`config.mk`:
```
export PLATFORM = sky130hd
export DESIGN_NAME = core_seq
export DESIGN_NICKNAME = d
export VERILOG_FILES = /design/src/rtl/core_seq.sv
export SDC_FILE = /design/constraint.sdc
export NUM_CORES = 1
export LEC_CHECK = 0
export BUFFER_PORTS_ARGS = -buffer_cell sky130_fd_sc_hd__buf_2
export CORE_AREA = 2 2 86 88
export CTS_CLUSTER_DIAMETER = 30
export DETAILED_ROUTE_END_ITERATION = 6
export DIE_AREA = 0 0 88 90
export PLACE_DENSITY = 0.75
export SLEW_MARGIN = 20
export SYNTH_ARGS = -nofsm -noshare
export SYNTH_HDL_FRONTEND = slang
export SYNTH_SLANG_ARGS = --single-unit
```
`constraint.sdc`:
```
create_clock -name clk -period 2 [get_ports clk]
set_input_delay 0.2 -clock clk [delete_from_list [all_inputs] [get_ports clk]]
set_output_delay 0.2 -clock clk [all_outputs]
set_load 0.02 [all_outputs]
```
`src/rtl/core_seq.sv`:
```
// core_seq: multi-cycle instruction sequencer for the single-issue RV32 core.
// Steps the PC once per retired or trapped instruction and runs the fetch/data handshakes.
`ifndef PC_SNPC
`define PC_SNPC  3'd0
`define PC_J_pc  3'd1
`define PC_J_rs1 3'd2
`define PC_B     3'd3
`define PC_B_inv 3'd4
`define PC_EPC   3'd5
`define PC_TRAP  3'd6
`endif

module core_seq #(
    parameter int BUS_TIMEOUT = 255,
    parameter int CNT_W       = 16
) (
    input  logic        clk,
    input  logic        rst_n,
    output logic        if_req_valid,
    input  logic        if_req_ready,
    input  logic        if_rsp_valid,
    input  logic        if_rsp_err,
    input  logic [2:0]  dec_pc_ctrl,
    input  logic        dec_is_mem,
    input  logic        dec_is_store,
    input  logic        dec_illegal,
    input  logic        dec_ecall,
    input  logic        dec_mret,
    output logic        lsu_req_valid,
    input  logic        lsu_req_ready,
    input  logic        lsu_rsp_valid,
    input  logic        lsu_rsp_err,
    input  logic        irq_pending,
    input  logic        irq_en,
    output logic [2:0]  pc_ctrl,
    output logic        inst_en,
    output logic        rf_we_en,
    output logic        retire,
    output logic        trap_take,
    output logic [4:0]  trap_cause,
    output logic        mret_take,
    output logic [31:0] instret
);
    // The one encoding left free by the PC_* set; the PC register treats it as hold.
    localparam logic [2:0] PC_HOLD = 3'd7;

    typedef enum logic [2:0] {
        S_START, S_FETCH_REQ, S_FETCH_WAIT, S_EXEC,
        S_MEM_REQ, S_MEM_WAIT, S_COMMIT, S_TRAP
    } state_t;

    state_t      r_state;
    logic [CNT_W-1:0] r_cnt;
    logic        r_if_req_valid;
    logic        r_lsu_req_valid;
    logic [2:0]  r_pc_ctrl;
    logic        r_rf_we_en;
    logic        r_retire;
    logic        r_trap_take;
    logic [4:0]  r_trap_cause;
    logic        r_mret_take;
    logic [31:0] r_instret;

    logic [CNT_W-1:0] w_cnt_inc;
    logic        w_timeout;
    logic        w_go_trap;
    logic        w_go_commit;
    logic [4:0]  w_cause;

    assign w_cnt_inc = r_cnt + 1'b1;
    assign w_timeout = (BUS_TIMEOUT != 0) && (w_cnt_inc == CNT_W'(BUS_TIMEOUT));

    // Instruction register must capture on the same edge the fetch data is presented.
    assign inst_en = (r_state == S_FETCH_WAIT) && if_rsp_valid && !if_rsp_err;

    always_comb begin
        w_go_trap   = 1'b0;
        w_go_commit = 1'b0;
        w_cause     = 5'd0;
        case (r_state)
            S_START: begin
                if (irq_pending && irq_en) begin
                    w_go_trap = 1'b1;
                    w_cause   = 5'b1_1011;
                end
            end
            S_FETCH_WAIT: begin
                if (if_rsp_valid ? if_rsp_err : w_timeout) begin
                    w_go_trap = 1'b1;
                    w_cause   = 5'b0_0001;
                end
            end
            S_EXEC: begin
                if (dec_illegal) begin
                    w_go_trap = 1'b1;
                    w_cause   = 5'b0_0010;
                end else if (dec_ecall) begin
                    w_go_trap = 1'b1;
                    w_cause   = 5'b0_1011;
                end else if (!dec_is_mem) begin
                    w_go_commit = 1'b1;
                end
            end
            S_MEM_WAIT: begin
                // A response in the timeout cycle wins over the timeout.
                if (lsu_rsp_valid ? lsu_rsp_err : w_timeout) begin
                    w_go_trap = 1'b1;
                    w_cause   = dec_is_store ? 5'b0_0111 : 5'b0_0101;
                end else if (lsu_rsp_valid) begin
                    w_go_commit = 1'b1;
                end
            end
            default: ;
        endcase
    end

    always_ff @(posedge clk) begin
        if (!rst_n) begin
            r_state         <= S_START;
            r_cnt           <= '0;
            r_if_req_valid  <= 1'b0;
            r_lsu_req_valid <= 1'b0;
            r_pc_ctrl       <= PC_HOLD;
            r_rf_we_en      <= 1'b0;
            r_retire        <= 1'b0;
            r_trap_take     <= 1'b0;
            r_trap_cause    <= 5'd0;
            r_mret_take     <= 1'b0;
            r_instret       <= 32'd0;
        end else begin
            r_pc_ctrl   <= PC_HOLD;
            r_rf_we_en  <= 1'b0;
            r_retire    <= 1'b0;
            r_trap_take <= 1'b0;
            r_mret_take <= 1'b0;
            case (r_state)
                S_START: begin
                    r_state        <= S_FETCH_REQ;
                    r_if_req_valid <= 1'b1;
                end
                S_FETCH_REQ: begin
                    if (if_req_ready) begin
                        r_if_req_valid <= 1'b0;
                        r_cnt          <= '0;
                        r_state        <= S_FETCH_WAIT;
                    end
                end
                S_FETCH_WAIT: begin
                    if (if_rsp_valid) r_state <= S_EXEC;
                    else              r_cnt   <= w_cnt_inc;
                end
                S_EXEC: begin
                    if (dec_is_mem) begin
                        r_state         <= S_MEM_REQ;
                        r_lsu_req_valid <= 1'b1;
                    end
                end
                S_MEM_REQ: begin
                    if (lsu_req_ready) begin
                        r_lsu_req_valid <= 1'b0;
                        r_cnt           <= '0;
                        r_state         <= S_MEM_WAIT;
                    end
                end
                S_MEM_WAIT: begin
                    if (!lsu_rsp_valid) r_cnt <= w_cnt_inc;
                end
                default: r_state <= S_START;
            endcase
            // Trap/commit entry overrides whatever the plain transition above chose.
            if (w_go_trap) begin
                r_state         <= S_TRAP;
                r_if_req_valid  <= 1'b0;
                r_lsu_req_valid <= 1'b0;
                r_trap_take     <= 1'b1;
                r_trap_cause    <= w_cause;
                r_pc_ctrl       <= `PC_TRAP;
            end else if (w_go_commit) begin
                r_state     <= S_COMMIT;
                r_pc_ctrl   <= dec_mret ? `PC_EPC : dec_pc_ctrl;
                r_retire    <= 1'b1;
                r_rf_we_en  <= !dec_mret;
                r_mret_take <= dec_mret;
                r_instret   <= r_instret + 32'd1;
            end
        end
    end

    assign if_req_valid  = r_if_req_valid;
    assign lsu_req_valid = r_lsu_req_valid;
    assign pc_ctrl       = r_pc_ctrl;
    assign rf_we_en      = r_rf_we_en;
    assign retire        = r_retire;
    assign trap_take     = r_trap_take;
    assign trap_cause    = r_trap_cause;
    assign mret_take     = r_mret_take;
    assign instret       = r_instret;

endmodule

```
==> impl_metrics.csv, run 1 <==
group,metric,value,unit
global_routing,use_met1,31.8,%
layout,insertedDiodeCount,0,
critical_path,critPathSlowestCell,"dfxtp_4",
pwr,p_switching,1.29,mW
route,drt-initial-drc-count,236,
min_path,hold_class,"input pin to flip-flop",
place,routabilityCongestion,0.997,
die,pin_count,65,
pwr,power_leakage,1.81,nW
layout,fillers,581,
global_routing,gr-usage-met2,38.9,%
pwr,p_sw_share,35.8,%
die,start_util,48.8,%
pwr,p_per_area,776,mW/mm²
route,wl,9610,µm
flow_run,drv_cap,0,
route,drt_first_pass_iters,4,
synth,syn_nets,438,
die,core_area,0.00702,mm²
route,drc,0,
synth,ys_ff_latch,65,
global_routing,grt_max_degree,42,
synth,async_flop_share,0,%
critical_path,cp.arrival,2.36,ns
synth,synth_area,0.00342,mm²
critical_path,worstSetupEndpointType,"flip-flop",
route,num_vias,3530,
status,status,"finished with violations",
synth,synth_area_leader_cell,"dfxtp_1",
timing,fin_crit_sh,104,%
synth,ys.warnings.count,0,
route,via_per_inst,5.59,
layout,area_delta_synth_final,35.2,%
critical_path,cp.required,2.27,ns
die,die_area,0.00792,mm²
timing,slew_headroom,59.6,%
critical_path,crit_path_start_kind,"flip-flop",
global_routing,top_usage_layer,"met2",
synth,yosysUniqueCellTypes,62,
critical_path,path_class,"flip-flop to flip-flop",
route,postRouteAntennaNets,0,
pwr,clkPwrFrac,27.1,%
timing,finalSetupViolations,8,
timing,skew,0.0137,ns
cts,clock_path_buffers,2,
synth,syn_avg_cell_area,8.21,µm²
die,dieHeight,90,µm
synth,ys_seq_area_share,38.0,%
pwr,power_frac_comb,32.9,%
layout,final_cell_area,0.00463,mm²
synth,synth-edff-count,0,
layout,regArea,0.00132,mm²
layout,final_net_count,549,
timing,rsz0062_at_grt,"true",
global_routing,grt_util_met3,5.97,%
pwr,peakVddDrop,0.000439,V
synth,ys.flop_type,"dfxtp_1",
status,violations,"negative setup slack",
critical_path,cp_max_fo,5,
cts,worst_skew_pair.late_latency,0.35,ns
pwr,p_int,2.31,mW
pwr,total_power,3.59,mW
cts,holdBufCountCts,0,
cts,cts_tree,"built",
critical_path,critPathMaxStageDelay,0.37,ns
global_routing,grt-ovfl-total,0,
timing,fin_crit,2.09,ns
cts,postCtsSetupBuffers,0,
cts,cts_buffers,9,
place,hpwl,6410,µm
global_routing,grt_pass1_wl,15500,µm
die,die_w,88,µm
synth,synth_top_area_share,38.0,%
pwr,power_frac_seq,40.1,%
synth,synth.top_cells.by_area,"dfxtp_1, xnor2_1, a21oi_1",
global_routing,track_usage,24.3,%
cts,cts_root_buf,"clkbuf_8",
cts,path_clk_slew,0.08,ns
place,dpl-instance-area,0.00427,mm²
layout,drive_gt1_share,35.7,%
critical_path,path_cells,"ha_4, nand3_4, or3_4, a2111oi_4, nand4_4, o311a_1, o22ai_1",
synth,netlist_instances,417,
die,rows,31,
cts,cts.htree.levels,3,
timing,worst_slew_pin_slew,0.606,ns
cts,cts_sinks,65,
timing,hold_violations,0,
route,wl_per_cell,15.2,µm
timing,slew_viol_final,0,
timing,postLayoutSetupSlackWorst,-0.0855,ns
layout,multiInputGateArea,0.00219,mm²
timing,fmax,480,MHz
place,port-buffer-count,64,
global_routing,grt_antenna_before_repair,0,
global_routing,grt_pass1_vias,3317,
[logic make-up after synthesis]
kind of cell	share of synthesized area [%]
muxes	0.914
adders and majority gates	1.10
xor gates and xnor gates	7.16
DFF	38.0
buffers and inverters	4.42
and+or+nand+nor	29.9
AOI/OAI and AO/OA	18.5
[path summary, 6_finish.rpt]
kind                                      from            end  slack (ns)  depth (start not counted)
worst min register to register   trap_cause[2]  trap_cause[2]        0.47                          2
worst max register to register        r_cnt[1]  trap_cause[1]       -0.09                          7
worst max-delay path                  r_cnt[1]  trap_cause[1]       -0.09                          7
worst min-delay path            dec_pc_ctrl[2]     pc_ctrl[2]        0.04                          2
[worst max-delay path, delay by kind of cell (launching register included)]
kind	cells	cell delay [ns]
AND/OR/NAND/NOR	3	0.65
adder cells (fa/ha/maj)	1	0.16
AO/OA/AOI/OAI	3	0.84
flip-flops	1	0.37
[flip-flops by register name, indices dropped and copies added, names as in the netlist]
name           count
r_state            3
pc_ctrl            3
r_cnt             16
if_req_valid       1
lsu_req_valid      1
trap_cause         5
rf_we_en           1
mret_take          1
retire             1
instret           32
trap_take          1
[power groups by stage]
stage	registers [mW]	clock network, mW	logic (mW)
global route	1.45	1.04	1.27
finish	1.44	0.972	1.18
CTS	1.43	0.992	1.09
detailed placement	1.46	0	1.06
global placement	1.46	0	1.05
floorplan	1.51	0	0.610
[cell usage in the layout, fill, tap and decap left out, types with 6 or more instances in the layout]
cell type  count
buf_2         64
buf_4         57
dfxtp_1       55
nor2_1        44
a21oi_1       36
nand2_1       25
xnor2_1       25
o21ai_0       23
inv_1         14
or3_1         14
nor3_1        13
nand3_1       11
nand4_1       10
clkbuf_8       9
nor4_1         7
dfxtp_2        7
nand3b_1       6
[per-stage QoR]
step                      setup slack, ns  util, %  hold WS (ns)  setup TNS, ns  cells
after global placement            -0.0601     60.8         0.385         -0.537    616
after CTS                         -0.0427     64.0        0.0234         -0.256    631
after detailed placement           -0.119     60.8         0.392          -1.19    616
after floorplan                  -0.00302        -         0.272       -0.00302    417
final                             -0.0855     65.9        0.0402         -0.344    631
after global routing               -0.138     65.9        0.0268          -1.23    631
[metal layers]
metal / share of wire, % / wire [µm]
met3: 5.7 / 545
met2: 48 / 4660
met4: 2.2 / 215
met5: 0 / 0
met1: 44 / 4190
[layout make-up]
| class | instances | area share (%) |
|---|---|---|
| clock buffers | 9 | 2.68 |
| multi-input cells | 314 | 47.3 |
| repair buffers | 123 | 16.8 |
| flip-flops and latches | 65 | 28.6 |
| inverters | 15 | 1.22 |
| clock inverters | 6 | 0.757 |
| well taps | 99 | 2.68 |
[Yosys cell counts (2+ instances only)]
cell      count
ha_1          3
nand4_4       2
nor3_1       15
o31a_1        3
and2_1        5
or2_2         2
dfxtp_1      65
nor4_1       11
nor4b_1       2
or2_1         2
xor2_1        2
and3_1        7
a21oi_1      37
nand2b_1      6
and4_1        5
nand4_1      10
nor3b_1       2
o21ai_1       2
mux2i_1       2
o21a_1        3
buf_2         4
a31oi_1       5
or4_1         2
nor2_1       44
inv_1        14
or3_1        15
nand3_2       2
nand3_1      13
nand2_1      25
o22ai_1       3
o21ai_0      25
nand3b_1      6
xnor2_1      26
clkbuf_1     19
[what timing repair did]
item / CTS / global route
endpoints found under the setup margin: 15 / 31
hold endpoints to repair: 0 / 0
gates resized for setup: 11 / 29
pin swaps: 11 / 14
cloned: 1 / 0
Note: power is estimated with default switching activity, not from simulation.
==> run 2, diff against run 1 <==
--- a/config.mk
+++ b/config.mk
@@ -5,11 +5,13 @@
 export SDC_FILE = /design/constraint.sdc
 export NUM_CORES = 1
 export LEC_CHECK = 0
+export ABC_AREA = 1
 export BUFFER_PORTS_ARGS = -buffer_cell sky130_fd_sc_hd__buf_2
 export CORE_AREA = 2 2 86 88
 export CTS_CLUSTER_DIAMETER = 30
 export DETAILED_ROUTE_END_ITERATION = 6
 export DIE_AREA = 0 0 88 90
+export GPL_ROUTABILITY_DRIVEN = 0
 export PLACE_DENSITY = 0.75
 export SLEW_MARGIN = 20
 export SYNTH_ARGS = -nofsm -noshare
==> run 2 against run 1 <==
Clock skew is 0.0069 ns lower. The run now ends clean. Largest power group unchanged. Combinational power decreased by 22%. Hold slack got worse by 0.0099 ns. Critical path type unchanged. Total power is 0.12% higher.
==> impl_metrics.csv, run 2 <==
group,metric,value,unit
die,pin_count,65,
synth,yosysUniqueCellTypes,36,
route,via_per_inst,5.03,
die,dieHeight,90,µm
pwr,total_power,3.60,mW
synth,ys_seq_area_share,37.9,%
synth,ys.warnings.count,0,
synth,syn_nets,532,
critical_path,path_class,"flip-flop to flip-flop",
global_routing,grt-ovfl-total,0,
critical_path,cp.arrival,2.26,ns
cts,cts.htree.levels,3,
route,wl_per_cell,12.0,µm
timing,postLayoutSetupSlackWorst,0.0202,ns
timing,fin_crit,1.98,ns
cts,path_clk_slew,0.07,ns
timing,fin_crit_sh,99.0,%
flow_run,drv_cap,0,
cts,cts_buffers,9,
synth,async_flop_share,0,%
die,core_area,0.00702,mm²
critical_path,cp.required,2.28,ns
global_routing,grt_max_degree,33,
layout,mostFrequentLayoutCells,"nand2_1, buf_2, nor2_1",
global_routing,grt_antenna_before_repair,0,
synth,synth_area,0.00343,mm²
layout,insertedDiodeCount,0,
synth,netlist_instances,511,
synth,ys.flop_type,"dfxtp_1",
synth,synth.top_cells.by_area,"dfxtp_1, nand2_1, nor2_1",
route,postRouteAntennaNets,0,
die,rows,31,
timing,fmax,505,MHz
place,hpwl,5950,µm
global_routing,grt_pass1_wl,13900,µm
synth,synth_area_leader_cell,"dfxtp_1",
critical_path,worstSetupEndpointType,"flip-flop",
pwr,power_leakage,1.90,nW
synth,synth_most_common_cell,"nand2_1",
synth,synth_common_cells,"nand2_1, nor2_1, dfxtp_1",
die,die_area,0.00792,mm²
global_routing,grt_pass1_vias,3198,
synth,syn_avg_cell_area,6.71,µm²
pwr,peakVddDrop,0.000414,V
timing,whs,0.0303,ns
status,status,"complete, no violations",
min_path,hold_class,"input pin to flip-flop",
layout,largest_reg_flops,32,
route,drt_first_pass_iters,4,
global_routing,track_usage,21.6,%
synth,synth-edff-count,0,
critical_path,crit_path_start_kind,"flip-flop",
layout,final_net_count,610,
die,die_w,88,µm
place,dp_slack,-0.0155,ns
timing,worst_slew_pin_slew,0.406,ns
timing,rsz0062_at_grt,"true",
die,start_util,48.9,%
timing,slew_viol_final,0,
layout,final_common_cell,"nand2_1",
cts,cts_root_buf,"clkbuf_8",
route,drt-initial-drc-count,170,
place,port-buffer-count,64,
timing,finalSetupViolations,0,
timing,slew_headroom,72.9,%
cts,clock_path_buffers,2,
synth,ys_ff_latch,65,
cts,worst_skew_pair.late_latency,0.34,ns
timing,hold_violations,0,
layout,area_delta_synth_final,27.1,%
route,drc,0,
cts,cts_sinks,65,
synth,synth_top_area_share,37.9,%
cts,cts_tree,"built",
pwr,p_per_area,825,mW/mm²
route,num_vias,3489,
route,wl,8330,µm
layout,drive_gt1_share,27.4,%
timing,skew,0.00680,ns
critical_path,cp_max_fo,6,
run 2: cell count changes after synthesis, sizes merged, moves of 7 or more:
cell,delta
nand2,+101
inv,+46
nor2,+36
nand3,+33
xnor2,-21
or3,-15
clkbuf,-13
nor4,-10
xor2,+7
run 2: final cells by class:
class	instances	area (µm²)
tap	99	124
clock buffer	10	128
timing repair buffer	80	460
sequential	65	1320
multi-input combinational	373	2010
inverter	60	228
fill	649	2660
clock inverter	6	92.6
run 2: worst max-delay path: stages (launching register included):
cell,delay (ns)
dfxtp_4,0.37
buf_6,0.12
nand2_4,0.05
nor2_4,0.21
nand3_4,0.12
nor2_2,0.11
nand2_1,0.07
nand3_1,0.09
nor2_1,0.06
nand2_1,0.09
nand2_2,0.08
nand2_4,0.10
nand2_4,0.06
nor2_4,0.21
nand2_2,0.08
nor2_1,0.10
run 2: repair_timing:
item | in CTS | in global routing
pin swaps | 2 | 27
hold buffers | 0 | 0
endpoints found under the setup margin | 12 | 45
gates resized for setup | 2 | 60
buffers inserted | 1 | 5
run 2: report_power, final:
group | leakage [nW] | internal (mW) | total [mW] | switching [mW]
logic | 1.27 | 0.277 | 0.919 | 0.642
clock network | 0.103 | 0.706 | 1.23 | 0.525
registers | 0.530 | 1.38 | 1.45 | 0.0689
total | 1.90 | 2.36 | 3.60 | 1.24
run 2: kinds of logic after synthesis:
logic type | synth area share, %
fa+ha+maj | 1.09
simple gates | 39.2
buf+inv | 8.39
flops | 37.9
compound gates | 9.56
xor+xnor | 3.79
run 2: per-layer routing:
| layer | GRT usage, % | vias up | share of wire, % |
|---|---|---|---|
| met5 | 0 | - | 0 |
| met4 | 8.85 | 0 | 2.1 |
| met3 | 4.13 | 12 | 4.0 |
| met2 | 35.9 | 86 | 49 |
| met1 | 27.0 | 1584 | 45 |
| li1 | - | 1807 | - |
run 2: worst paths after layout:
check / startpoint / to / slack, ns / cells after the start
worst min-delay path: dec_pc_ctrl[2] / pc_ctrl[2] / 0.03 / 3
worst max-delay path: r_cnt[1] / lsu_req_valid / 0.02 / 15
worst min register to register: trap_cause[4] / trap_cause[4] / 0.46 / 2
worst max register to register: r_cnt[1] / lsu_req_valid / 0.02 / 15
run 2: through the flow:
step / TNS [ns] / util (%) / cell area, µm² / cells
final: 0 / 62.1 / 4360 / 693
after global routing: -1.48 / 62.1 / 4360 / 693
after CTS: 0 / 58.7 / 4120 / 688
after detailed placement: -0.0337 / 55.4 / 3890 / 671
after global placement: 0 / 55.4 / 3890 / 671
after floorplan: 0 / - / 3430 / 511
==> run 3, diff against run 2 <==
--- a/config.mk
+++ b/config.mk
@@ -7,12 +7,14 @@
 export LEC_CHECK = 0
 export ABC_AREA = 1
 export BUFFER_PORTS_ARGS = -buffer_cell sky130_fd_sc_hd__buf_2
-export CORE_AREA = 2 2 86 88
+export CELL_PAD_IN_SITES_DETAIL_PLACEMENT = 1
+export CELL_PAD_IN_SITES_GLOBAL_PLACEMENT = 2
+export CORE_AREA = 2 2 116 118
 export CTS_CLUSTER_DIAMETER = 30
 export DETAILED_ROUTE_END_ITERATION = 6
-export DIE_AREA = 0 0 88 90
+export DIE_AREA = 0 0 118 120
 export GPL_ROUTABILITY_DRIVEN = 0
-export PLACE_DENSITY = 0.75
+export PLACE_DENSITY_LB_ADDON = 0.1
 export SLEW_MARGIN = 20
 export SYNTH_ARGS = -nofsm -noshare
 export SYNTH_HDL_FRONTEND = slang
==> run 3 against run 2 <==
The run now ends with negative setup slack left. Sequential share of layout area fell by 3.0 points. Utilization fell by 25 points. Cell count is 15% higher. Via count increased by 5.5%. First-iteration DRC count down 46%. Global-route usage decreased by 5.3 points. Register-to-register slack lost 0.06 ns. Sequential power is essentially flat. Worst setup slack worse by 0.059 ns. Largest power group is now the clock network.
==> impl_metrics.csv, run 3 (same netlist as run 2, synthesis figures left out) <==
group,metric,value,unit
status,status,"finished with violations",
status,violations,"negative setup slack",
critical_path,cp.arrival,2.32,ns
critical_path,cp_max_fo,6,
timing,fin_crit_sh,102,%
place,hpwl,8050,µm
die,pin_count,65,
route,wl,11100,µm
pwr,peakVddDrop,0.000416,V
global_routing,grt_pass1_vias,3702,
layout,final_common_cell,"nand2_1",
timing,postLayoutSetupSlackWorst,-0.0386,ns
critical_path,rr_startpoint,"r_cnt[1]",
timing,hold_violations,0,
die,start_util,26.4,%
timing,skew,0.00801,ns
global_routing,track_usage,16.3,%
timing,slew_headroom,72.9,%
critical_path,rr_worst_depth,15,
timing,fmax,491,MHz
critical_path,path_class,"flip-flop to flip-flop",
pwr,power_leakage,2.11,nW
critical_path,worstSetupEndpointType,"flip-flop",
timing,finalSetupViolations,11,
route,drc,0,
global_routing,grt-ovfl-total,0,
layout,final_net_count,637,
critical_path,r2r_end,"if_req_valid",
timing,rsz0062_at_grt,"true",
cts,clock_path_buffers,2,
place,dpl-instance-area,0.00418,mm²
critical_path,cp.required,2.28,ns
route,wl_per_cell,13.9,µm
critical_path,r2r_slack,-0.04,ns
cts,worst_skew_pair.late_latency,0.34,ns
layout,area_delta_synth_final,40.9,%
layout,largest_reg_flops,32,
min_path,hold_depth,3,
route,drt_first_pass_iters,4,
route,via_per_inst,4.62,
min_path,hold_class,"input pin to flip-flop",
cts,cts_sinks,65,
layout,fillers,1672,
critical_path,crit_path_start_kind,"flip-flop",
layout,mostFrequentLayoutCells,"nand2_1, buf_2, nor2_1",
place,port-buffer-count,64,
die,die_w,118,µm
die,rows,42,
global_routing,grt_antenna_before_repair,0,
timing,worst_slew_pin_slew,0.406,ns
pwr,p_per_area,837,mW/mm²
global_routing,grt_pass1_wl,18400,µm
flow_run,drv_cap,0,
timing,fin_crit,2.04,ns
die,dieHeight,120,µm
cts,holdBufCountCts,0,
die,core_area,0.0130,mm²
route,drt-initial-drc-count,92,
route,num_vias,3681,
min_path,hold_start,"dec_pc_ctrl[2]",
pwr,total_power,4.04,mW
timing,slew_viol_final,0,
cts,cts_root_buf,"clkbuf_16",
layout,final_cell_area,0.00483,mm²
cts,cts.htree.levels,3,
cts,path_clk_slew,0.06,ns
die,die_area,0.0142,mm²
global_routing,grt_max_degree,33,
layout,drive_gt1_share,33.7,%
route,postRouteAntennaNets,0,
cts,cts_buffers,9,
cts,cts_tree,"built",
layout,insertedDiodeCount,0,
min_path,min_to,"pc_ctrl[2]",
-- run 3: cell count changes in the layout (fill, tap and decap cells not counted), moves of 7 or more --
| cell | before | now |
|---|---|---|
| buf_4 | 13 | 38 |
| clkbuf_8 | 9 | 0 |
| nand2_2 | 9 | 16 |
| nand2_1 | 113 | 103 |
| clkbuf_16 | 0 | 9 |
-- run 3: area by class of cell --
type | count | area (µm²) | share of cell area [%]
multi-input cells | 373 | 2110 | 43.6
flip-flops and latches | 65 | 1320 | 27.2
repair buffers | 107 | 671 | 13.9
clock buffers | 11 | 233 | 4.81
inverters | 60 | 230 | 4.76
well taps | 176 | 220 | 4.56
clock inverters | 5 | 56.3 | 1.16
-- run 3: critical path, cell delays in order (launching register included) --
cell and delay, ns:
dfxtp_4 0.37, buf_6 0.11, nand2_4 0.04, nor2_4 0.23
buf_6 0.14, nand4_1 0.09, nand2_2 0.11, nor2_2 0.04
nand2_2 0.10, nor2_4 0.05, nand3_1 0.07, nand2_2 0.07
buf_4 0.14, nor2_4 0.22, nand2_2 0.10, nor2_1 0.09
-- run 3: metrics by stage --
step                      std cells  TNS [ns]  setup slack (ns)  utilization, %  hold WS [ns]
after floorplan                 511         0             0.145               -         0.284
after global placement          772    -0.381            -0.119            32.2         0.382
after detailed placement        772     -1.18            -0.204            32.2         0.391
after CTS                       792   -0.0333           -0.0157            35.2        0.0224
after global routing            797     -2.29            -0.197            37.2        0.0496
final                           797    -0.188           -0.0386            37.2        0.0389
-- run 3: power breakdown --
part           total [mW]  switching (mW)  internal [mW]
clock network        1.56           0.600          0.963
registers            1.43          0.0564           1.38
logic                1.05           0.707          0.341
total                4.04            1.36           2.68
-- run 3: how the worst max path moves through the flow --
stage,from,endpoint,cells past startpoint
final,r_cnt[1],if_req_valid,15
after global routing,r_cnt[1],r_state[0],16
after CTS,r_cnt[1],if_req_valid,16
after detailed placement,instret[1],instret[27],12
after global placement,instret[1],instret[29],12
after floorplan,instret[0],instret[30],12
-- run 3: repair_timing --
item,4_1_cts,5_1_grt
setup buffers,4,5
gates resized for setup,20,66
pin swaps,9,25
endpoints found under the setup margin,18,39
-- run 3: routing by layer --
layer	routed length, µm	global-route usage (%)
met1	5290	20.4
met2	5360	27.8
met3	337	4.33
met4	97	4.07
met5	0	0
